File: src/rtl/acq_trigger_sequencer_if.sv
// Control/status bundle between the UART FSM / settings registers (master)
// and the acquisition trigger sequencer (slave).
interface acq_trigger_sequencer_if #(
  parameter int NUM_TRIG = 2,
  parameter int CNT_W    = 16
);
  // Commands and settings
  logic                arm;
  logic                disarm;
  logic                force_trig;
  logic                auto_rearm;
  logic [NUM_TRIG-1:0] trig_in;
  logic [NUM_TRIG-1:0] trig_mask;
  logic [NUM_TRIG-1:0] trig_rising;
  logic [CNT_W-1:0]    record_len;
  logic                clk_locked;
  logic                fifo_full;
  logic                fifo_empty;
  // Status and strobes
  logic                record;
  logic                comp_reset;
  logic                triggered;
  logic [NUM_TRIG-1:0] trig_source;
  logic [2:0]          state;
  logic [CNT_W-1:0]    trig_count;

  modport master (
    output arm, disarm, force_trig, auto_rearm, trig_in, trig_mask,
           trig_rising, record_len, clk_locked, fifo_full, fifo_empty,
    input  record, comp_reset, triggered, trig_source, state, trig_count
  );

  modport slave (
    input  arm, disarm, force_trig, auto_rearm, trig_in, trig_mask,
           trig_rising, record_len, clk_locked, fifo_full, fifo_empty,
    output record, comp_reset, triggered, trig_source, state, trig_count
  );
endinterface

File: src/rtl/acq_trigger_sequencer.sv
// Acquisition trigger sequencer: synchronises and edge-detects NUM_TRIG
// trigger sources, pulses the comparator reset on arm, then drives a
// length-bounded record strobe and waits for the FIFOs to drain.
module acq_trigger_sequencer #(
  parameter int NUM_TRIG    = 2,
  parameter int CNT_W       = 16,
  parameter int RST_PULSE   = 4,
  parameter int SYNC_STAGES = 2
) (
  input logic                clk,
  input logic                Reset_n,
  acq_trigger_sequencer_if.slave bus
);

  localparam int PW = (RST_PULSE > 1) ? $clog2(RST_PULSE) : 1;

  typedef enum logic [2:0] {
    ST_IDLE       = 3'd0,
    ST_RESET_COMP = 3'd1,
    ST_ARMED      = 3'd2,
    ST_RECORD     = 3'd3,
    ST_WAIT_DRAIN = 3'd4
  } state_e;

  logic [SYNC_STAGES-1:0][NUM_TRIG-1:0] sync_q;
  logic [NUM_TRIG-1:0]                  hist_q;
  logic [NUM_TRIG-1:0]                  sync_now;
  logic [NUM_TRIG-1:0]                  edge_vec;
  logic                                 hit;

  state_e              state_q;
  logic                record_q;
  logic                comp_reset_q;
  logic                triggered_q;
  logic [NUM_TRIG-1:0] trig_source_q;
  logic [CNT_W-1:0]    trig_count_q;
  logic [CNT_W-1:0]    len_cnt_q;
  logic [PW-1:0]       pulse_cnt_q;
  logic [CNT_W-1:0]    len_load;

  // Shift the raw triggers through the synchroniser chain plus one history stage.
  // NOTE: sequential state always uses non-blocking (<=) so every flop samples
  // the pre-edge value of its neighbours, regardless of statement order.
  always_ff @(posedge clk or negedge Reset_n) begin
    if (!Reset_n) begin
      sync_q <= '0;
      hist_q <= '0;
    end else begin
      sync_q <= {sync_q[SYNC_STAGES-2:0], bus.trig_in};
      hist_q <= sync_q[SYNC_STAGES-1];
    end
  end

  assign sync_now = sync_q[SYNC_STAGES-1];
  assign edge_vec = bus.trig_mask & ((bus.trig_rising  & sync_now & ~hist_q) |
                                     (~bus.trig_rising & ~sync_now & hist_q));
  assign hit      = (|edge_vec) | bus.force_trig;
  assign len_load = (bus.record_len == '0) ? CNT_W'(1) : bus.record_len;

  // Sequencer FSM with registered strobes; disarm overrides everything.
  always_ff @(posedge clk or negedge Reset_n) begin
    if (!Reset_n) begin
      state_q       <= ST_IDLE;
      record_q      <= 1'b0;
      comp_reset_q  <= 1'b0;
      triggered_q   <= 1'b0;
      trig_source_q <= '0;
      trig_count_q  <= '0;
      len_cnt_q     <= '0;
      pulse_cnt_q   <= '0;
    end else if (bus.disarm) begin
      state_q      <= ST_IDLE;
      record_q     <= 1'b0;
      comp_reset_q <= 1'b0;
    end else begin
      case (state_q)
        ST_IDLE: begin
          if (bus.arm && bus.clk_locked) begin
            state_q       <= ST_RESET_COMP;
            comp_reset_q  <= 1'b1;
            pulse_cnt_q   <= PW'(RST_PULSE - 1);
            triggered_q   <= 1'b0;
            trig_source_q <= '0;
          end
        end
        ST_RESET_COMP: begin
          if (!bus.clk_locked) begin
            state_q      <= ST_IDLE;
            comp_reset_q <= 1'b0;
          end else if (pulse_cnt_q == '0) begin
            state_q      <= ST_ARMED;
            comp_reset_q <= 1'b0;
          end else begin
            pulse_cnt_q <= pulse_cnt_q - PW'(1);
          end
        end
        ST_ARMED: begin
          if (!bus.clk_locked) begin
            state_q <= ST_IDLE;
          end else if (hit) begin
            state_q       <= ST_RECORD;
            record_q      <= 1'b1;
            len_cnt_q     <= len_load;
            trig_source_q <= edge_vec;
            triggered_q   <= 1'b1;
            if (trig_count_q != '1) trig_count_q <= trig_count_q + CNT_W'(1);
          end
        end
        ST_RECORD: begin
          // The cycle holding count 1 is the last record cycle.
          if (bus.fifo_full || !bus.clk_locked || len_cnt_q <= CNT_W'(1)) begin
            state_q  <= ST_WAIT_DRAIN;
            record_q <= 1'b0;
          end else begin
            len_cnt_q <= len_cnt_q - CNT_W'(1);
          end
        end
        ST_WAIT_DRAIN: begin
          if (bus.fifo_empty) begin
            if (bus.auto_rearm) begin
              state_q       <= ST_RESET_COMP;
              comp_reset_q  <= 1'b1;
              pulse_cnt_q   <= PW'(RST_PULSE - 1);
              triggered_q   <= 1'b0;
              trig_source_q <= '0;
            end else begin
              state_q <= ST_IDLE;
            end
          end
        end
        default: state_q <= ST_IDLE;
      endcase
    end
  end

  assign bus.record      = record_q;
  assign bus.comp_reset  = comp_reset_q;
  assign bus.triggered   = triggered_q;
  assign bus.trig_source = trig_source_q;
  assign bus.state       = state_q;
  assign bus.trig_count  = trig_count_q;

endmodule

File: src/flat_wrapper.sv
// flat-port wrapper written by rule: the top's interface ports become plain ports
module acq_trigger_sequencer_flat 
#(
  parameter int NUM_TRIG    = 2,
  parameter int CNT_W       = 16,
  parameter int RST_PULSE   = 4,
  parameter int SYNC_STAGES = 2
)
  (clk, Reset_n, bus_arm, bus_disarm, bus_force_trig, bus_auto_rearm, bus_trig_in, bus_trig_mask, bus_trig_rising, bus_record_len, bus_clk_locked, bus_fifo_full, bus_fifo_empty, bus_record, bus_comp_reset, bus_triggered, bus_trig_source, bus_state, bus_trig_count);
  acq_trigger_sequencer_if #(.NUM_TRIG(NUM_TRIG), .CNT_W(CNT_W)) bus_i ();
  input logic clk;
  input logic Reset_n;
  input wire logic [$bits(bus_i.arm)-1:0] bus_arm;
  input wire logic [$bits(bus_i.disarm)-1:0] bus_disarm;
  input wire logic [$bits(bus_i.force_trig)-1:0] bus_force_trig;
  input wire logic [$bits(bus_i.auto_rearm)-1:0] bus_auto_rearm;
  input wire logic [$bits(bus_i.trig_in)-1:0] bus_trig_in;
  input wire logic [$bits(bus_i.trig_mask)-1:0] bus_trig_mask;
  input wire logic [$bits(bus_i.trig_rising)-1:0] bus_trig_rising;
  input wire logic [$bits(bus_i.record_len)-1:0] bus_record_len;
  input wire logic [$bits(bus_i.clk_locked)-1:0] bus_clk_locked;
  input wire logic [$bits(bus_i.fifo_full)-1:0] bus_fifo_full;
  input wire logic [$bits(bus_i.fifo_empty)-1:0] bus_fifo_empty;
  output wire logic [$bits(bus_i.record)-1:0] bus_record;
  output wire logic [$bits(bus_i.comp_reset)-1:0] bus_comp_reset;
  output wire logic [$bits(bus_i.triggered)-1:0] bus_triggered;
  output wire logic [$bits(bus_i.trig_source)-1:0] bus_trig_source;
  output wire logic [$bits(bus_i.state)-1:0] bus_state;
  output wire logic [$bits(bus_i.trig_count)-1:0] bus_trig_count;
  assign bus_i.arm = bus_arm;
  assign bus_i.disarm = bus_disarm;
  assign bus_i.force_trig = bus_force_trig;
  assign bus_i.auto_rearm = bus_auto_rearm;
  assign bus_i.trig_in = bus_trig_in;
  assign bus_i.trig_mask = bus_trig_mask;
  assign bus_i.trig_rising = bus_trig_rising;
  assign bus_i.record_len = bus_record_len;
  assign bus_i.clk_locked = bus_clk_locked;
  assign bus_i.fifo_full = bus_fifo_full;
  assign bus_i.fifo_empty = bus_fifo_empty;
  assign bus_record = bus_i.record;
  assign bus_comp_reset = bus_i.comp_reset;
  assign bus_triggered = bus_i.triggered;
  assign bus_trig_source = bus_i.trig_source;
  assign bus_state = bus_i.state;
  assign bus_trig_count = bus_i.trig_count;
  acq_trigger_sequencer #(.NUM_TRIG(NUM_TRIG), .CNT_W(CNT_W), .RST_PULSE(RST_PULSE), .SYNC_STAGES(SYNC_STAGES)) u_core (.clk(clk), .Reset_n(Reset_n), .bus(bus_i));
endmodule
File: config.mk
export PLATFORM = sky130hd
export DESIGN_NAME = acq_trigger_sequencer_flat
export DESIGN_NICKNAME = d
export VERILOG_FILES = /design/src/rtl/acq_trigger_sequencer_if.sv /design/src/rtl/acq_trigger_sequencer.sv /design/src/flat_wrapper.sv
export SDC_FILE = /design/constraint.sdc
export NUM_CORES = 1
export LEC_CHECK = 0
export BUFFER_PORTS_ARGS = -buffer_cell sky130_fd_sc_hd__clkbuf_2
export CAP_MARGIN = 20
export CORE_ASPECT_RATIO = 0.6
export CORE_UTILIZATION = 50
export CTS_CLUSTER_DIAMETER = 50
export DETAILED_ROUTE_END_ITERATION = 8
export HOLD_SLACK_MARGIN = 0.05
export PLACE_DENSITY = 0.79
export SLEW_MARGIN = 20
export SYNTH_ARGS = -nofsm -noshare
export SYNTH_HDL_FRONTEND = slang
export SYNTH_SLANG_ARGS = --single-unit
File: constraint.sdc
create_clock -name clk -period 2 [get_ports clk]
set_clock_uncertainty 0.05 [all_clocks]
set_input_delay 0.6 -clock clk [delete_from_list [all_inputs] [get_ports clk]]
set_output_delay 0.6 -clock clk [all_outputs]
set_load 0.03 [all_outputs]
==> impl_metrics.env <==
export IMPL_fmax_mhz=507
export IMPL_cp_max_fo=4
export IMPL_synth_top_flop_cell="dfrtp_1"
export IMPL_synth_xor_xnor_area_share=0.0492
export IMPL_syn_area_um2=2850
export IMPL_synth_fp_nets=306
export IMPL_crit_required_ns=2.16
export IMPL_drt_wl_total_um=7050
export IMPL_crit_chain="nor4_4 > o2111a_2 > a211oi_4 > buf_12 > a311oi_4 > mux2_4"
export IMPL_synth_edf_count=0
export IMPL_grt_remaining_overflow=0
export IMPL_num_rows=20
export IMPL_critPathSlowestCell="dfrtp_2"
export IMPL_synth_top_family_by_area="simple AND/OR/NAND/NOR gates"
export IMPL_netSwitchingFraction=0.399
export IMPL_grt_pass1_wl_um=11300
export IMPL_die_area_um2=6010
export IMPL_antenna_found_initial=0
export IMPL_numCtsBuffers=5
export IMPL_drc=0
export IMPL_p_leak_uw=0.00165
export IMPL_drtIter0Drc=166
export IMPL_synth_adder_area_share=0.0176
export IMPL_slew_headroom=0.766
export IMPL_power_internal_uw=2360
export IMPL_via_per_inst=5.96
export IMPL_path_class="reg2reg"
export IMPL_yosysWarnings=0
export IMPL_synth_simple_area_share=0.229
export IMPL_cp_slowest_stage_delay_ns=0.44
export IMPL_vias=2606
export IMPL_synthArstFlopShare=1.00
export IMPL_dp_hpwl_um=5070
export IMPL_seq_area_um2=1200
export IMPL_wire_per_inst_um=16.1
export IMPL_placed_area_um2=3510
export IMPL_antenna_cells=0
export IMPL_area_growth_pct=29.8
export IMPL_combinationalPowerShare=0.459
export IMPL_core_um2=5260
export IMPL_place_port_buffers=54
export IMPL_finalSetupViolCount=0
export IMPL_p_sw_uw=1560
export IMPL_io_pins=55
export IMPL_path_clk_slew_ns=0.09
export IMPL_hold_path_class="in2async"
export IMPL_cpLargestDelayFamily="compound AO/OA/AOI/OAI gates"
export IMPL_synth_compound_area_frac=0.228
export IMPL_multi_input_area_um2=1590
export IMPL_grt_pass1_vias=2430
export IMPL_cp_start_kind="flop"
export IMPL_die_w_um=99.4
export IMPL_power_density_nw_per_um2=1060
export IMPL_cts_buffer_depth=2
export IMPL_post_route_cell_area_um2=3690
export IMPL_clkPwrFrac=0.155
export IMPL_cts_sinks=48
export IMPL_cts_tree="done"
export IMPL_grt_max_degree=49
export IMPL_firstDrtPassIters=5
export IMPL_fin_crit_ns=1.97
export IMPL_ys_seq_elements=48
export IMPL_irDropWorstVdd_mv=0.622
export IMPL_finalMaxSlewViolations=0
export IMPL_grtUsageTotal=0.248
export IMPL_cp_num_buf_inv=1
export IMPL_htreeDepth=2
export IMPL_layout_drive_gt1_share=0.383
export IMPL_start_util=0.542
export IMPL_power_frac_seq=0.386
export IMPL_fin_worst_hold_slack_ns=0.214
export IMPL_hold_viol_final=0
export IMPL_tightest_slew_ns=0.350
export IMPL_maxCapViolCount=0
export IMPL_min_period_over_period=0.986
export IMPL_synth_cell_type_count=67
export IMPL_seq_area_frac_synth=0.422
export IMPL_status="finished, final reports clean"
export IMPL_die_h_um=60.4
export IMPL_root_buffer="clkbuf_8"
export IMPL_avgSynthCellArea_um2=10.5
export IMPL_n_fill_cell=398
export IMPL_end_kind="flop"
export IMPL_dp_slack_ns=-0.136
export IMPL_drtAntennaViolNets=0
export IMPL_rsz0062_at_grt="true"
export IMPL_final_nets=406
export IMPL_fin_ws_ns=0.0284
export IMPL_arrival_ns=2.13
export IMPL_fin_setup_tns_ns=0
export IMPL_syn_inst=271
export IMPL_gp_congestion=0.897
export IMPL_synth_mux_area_frac=0.0167
export IMPL_clk_latency_ns=0.31
==> worst reg2reg max path: cells and delay by family (launching register included) <==
kind	cells	cell delay (ns)
compound gates	3	0.61
flops	1	0.44
simple gates	1	0.30
buf+inv	1	0.14
mux	1	0.32
==> per-stage QoR <==
| step | std cells | utilization | total power, uW |
|---|---|---|---|
| after floorplan | 271 | - | 2520 |
| after global placement | 427 | 0.668 | 3110 |
| after detailed placement | 427 | 0.668 | 3180 |
| after CTS | 435 | 0.693 | 3860 |
| after global routing | 437 | 0.703 | 4160 |
| final | 437 | 0.703 | 3920 |
==> cell usage after synthesis, types with 3 or more instances <==
library cell / instances / area, um2
nor4_1: 7 / 43.8
o2bb2ai_1: 15 / 131
clkbuf_1: 3 / 11.3
ha_1: 4 / 50.1
and3_1: 4 / 25.0
nor2_1: 16 / 60.1
nor3_1: 12 / 60.1
a22oi_1: 3 / 22.5
a21oi_1: 13 / 65.1
o21ai_0: 5 / 25.0
nand4_1: 6 / 37.5
nor3b_1: 3 / 22.5
buf_6: 4 / 45.0
o21ai_1: 10 / 50.1
inv_1: 6 / 22.5
xnor2_1: 15 / 131
buf_4: 3 / 22.5
dfrtp_1: 48 / 1200
nand2_1: 11 / 41.3
and2_1: 6 / 37.5
and4_1: 3 / 26.3
a21o_1: 4 / 30.0
nand3_1: 11 / 55.1
a31oi_1: 3 / 18.8
o22ai_1: 6 / 37.5
==> cells in the final DEF, fill, tap and decap left out, types with 4 or more instances in the layout <==
master,count
o22ai_1,6
clkbuf_8,6
dfrtp_1,45
o2bb2ai_1,15
buf_4,43
clkbuf_2,54
nand2_1,11
and3_1,4
and2_1,6
buf_12,4
a21o_1,4
o21ai_0,5
o21ai_1,10
xnor2_1,15
nand3_1,11
nor3_1,12
nor4_1,6
nand4_1,6
nor2_1,16
inv_1,5
a21oi_1,13
==> power groups by stage <==
stage	combinational, uW	sequential (uW)	clock (uW)
6_report	1800	1510	607
5_1_grt	1940	1550	668
4_1_cts	1740	1490	625
3_5_place_dp	1680	1500	0
3_3_place_gp	1620	1490	0
2_1_floorplan	942	1580	0
==> registers in the layout, summed over array words and instances (netlist names) <==
signal and count:
u_core.bus.comp_reset 1, u_core.bus.record 1, u_core.bus.state 3, u_core.bus.trig_count 16
u_core.bus.trig_source 2, u_core.bus.triggered 1, u_core.hist_q 2, u_core.len_cnt_q 16
u_core.pulse_cnt_q 2, u_core.sync_now 2, u_core.sync_q 2
==> what timing repair did <==
item | in CTS | in global routing
buffers inserted | 1 | 2
hold buffers | 0 | 0
gates resized for setup | 7 | 8
endpoints found under the setup margin | 16 | 39
cloned | 0 | 0
pin swaps | 3 | 5
==> routing by layer <==
metal | global-route usage | wire length, um | vias up
met2 | 0.396 | 3070 | 100
met4 | 0.0924 | 107 | 0
met5 | 0 | 0 | -
li1 | - | - | 1230
met1 | 0.342 | 3400 | 1262
met3 | 0.0495 | 472 | 14
==> area by class of cell <==
| type | count | area share |
|---|---|---|
| multi-input cells | 206 | 0.429 |
| inverters | 6 | 0.00610 |
| flip-flops and latches | 48 | 0.326 |
| repair buffers | 104 | 0.191 |
| clock inverters | 1 | 0.00237 |
| well taps | 66 | 0.0224 |
| clock buffers | 6 | 0.0224 |
==> kinds of logic (layout without fill, tap and decap cells) <==
group	Yosys count	in the layout
DFF	48	48
and+or+nand+nor	102	102
muxes	4	4
buffers and inverters	17	117
xor gates and xnor gates	16	16
AOI/OAI and AO/OA	80	80
adders and majority gates	4	4
==> path summary, 6_finish.rpt <==
| check | start | to | slack [ns] | depth (start not counted) |
|---|---|---|---|---|
| worst max-delay path | u_core.len_cnt_q[11] | u_core.bus.state[2] | 0.03 | 6 |
| worst min-delay path | Reset_n | u_core.len_cnt_q[12] | 0.21 | 2 |
| worst max register to register | u_core.len_cnt_q[11] | u_core.bus.state[2] | 0.03 | 6 |
| worst min register to register | u_core.sync_q[0] | u_core.sync_now[0] | 0.31 | 0 |
| max in group asynchronous | Reset_n | u_core.bus.state[0] | 1.45 | 2 |
| min in group clk | u_core.sync_q[0] | u_core.sync_now[0] | 0.31 | 0 |
Note: power is estimated with default switching activity, not from simulation.
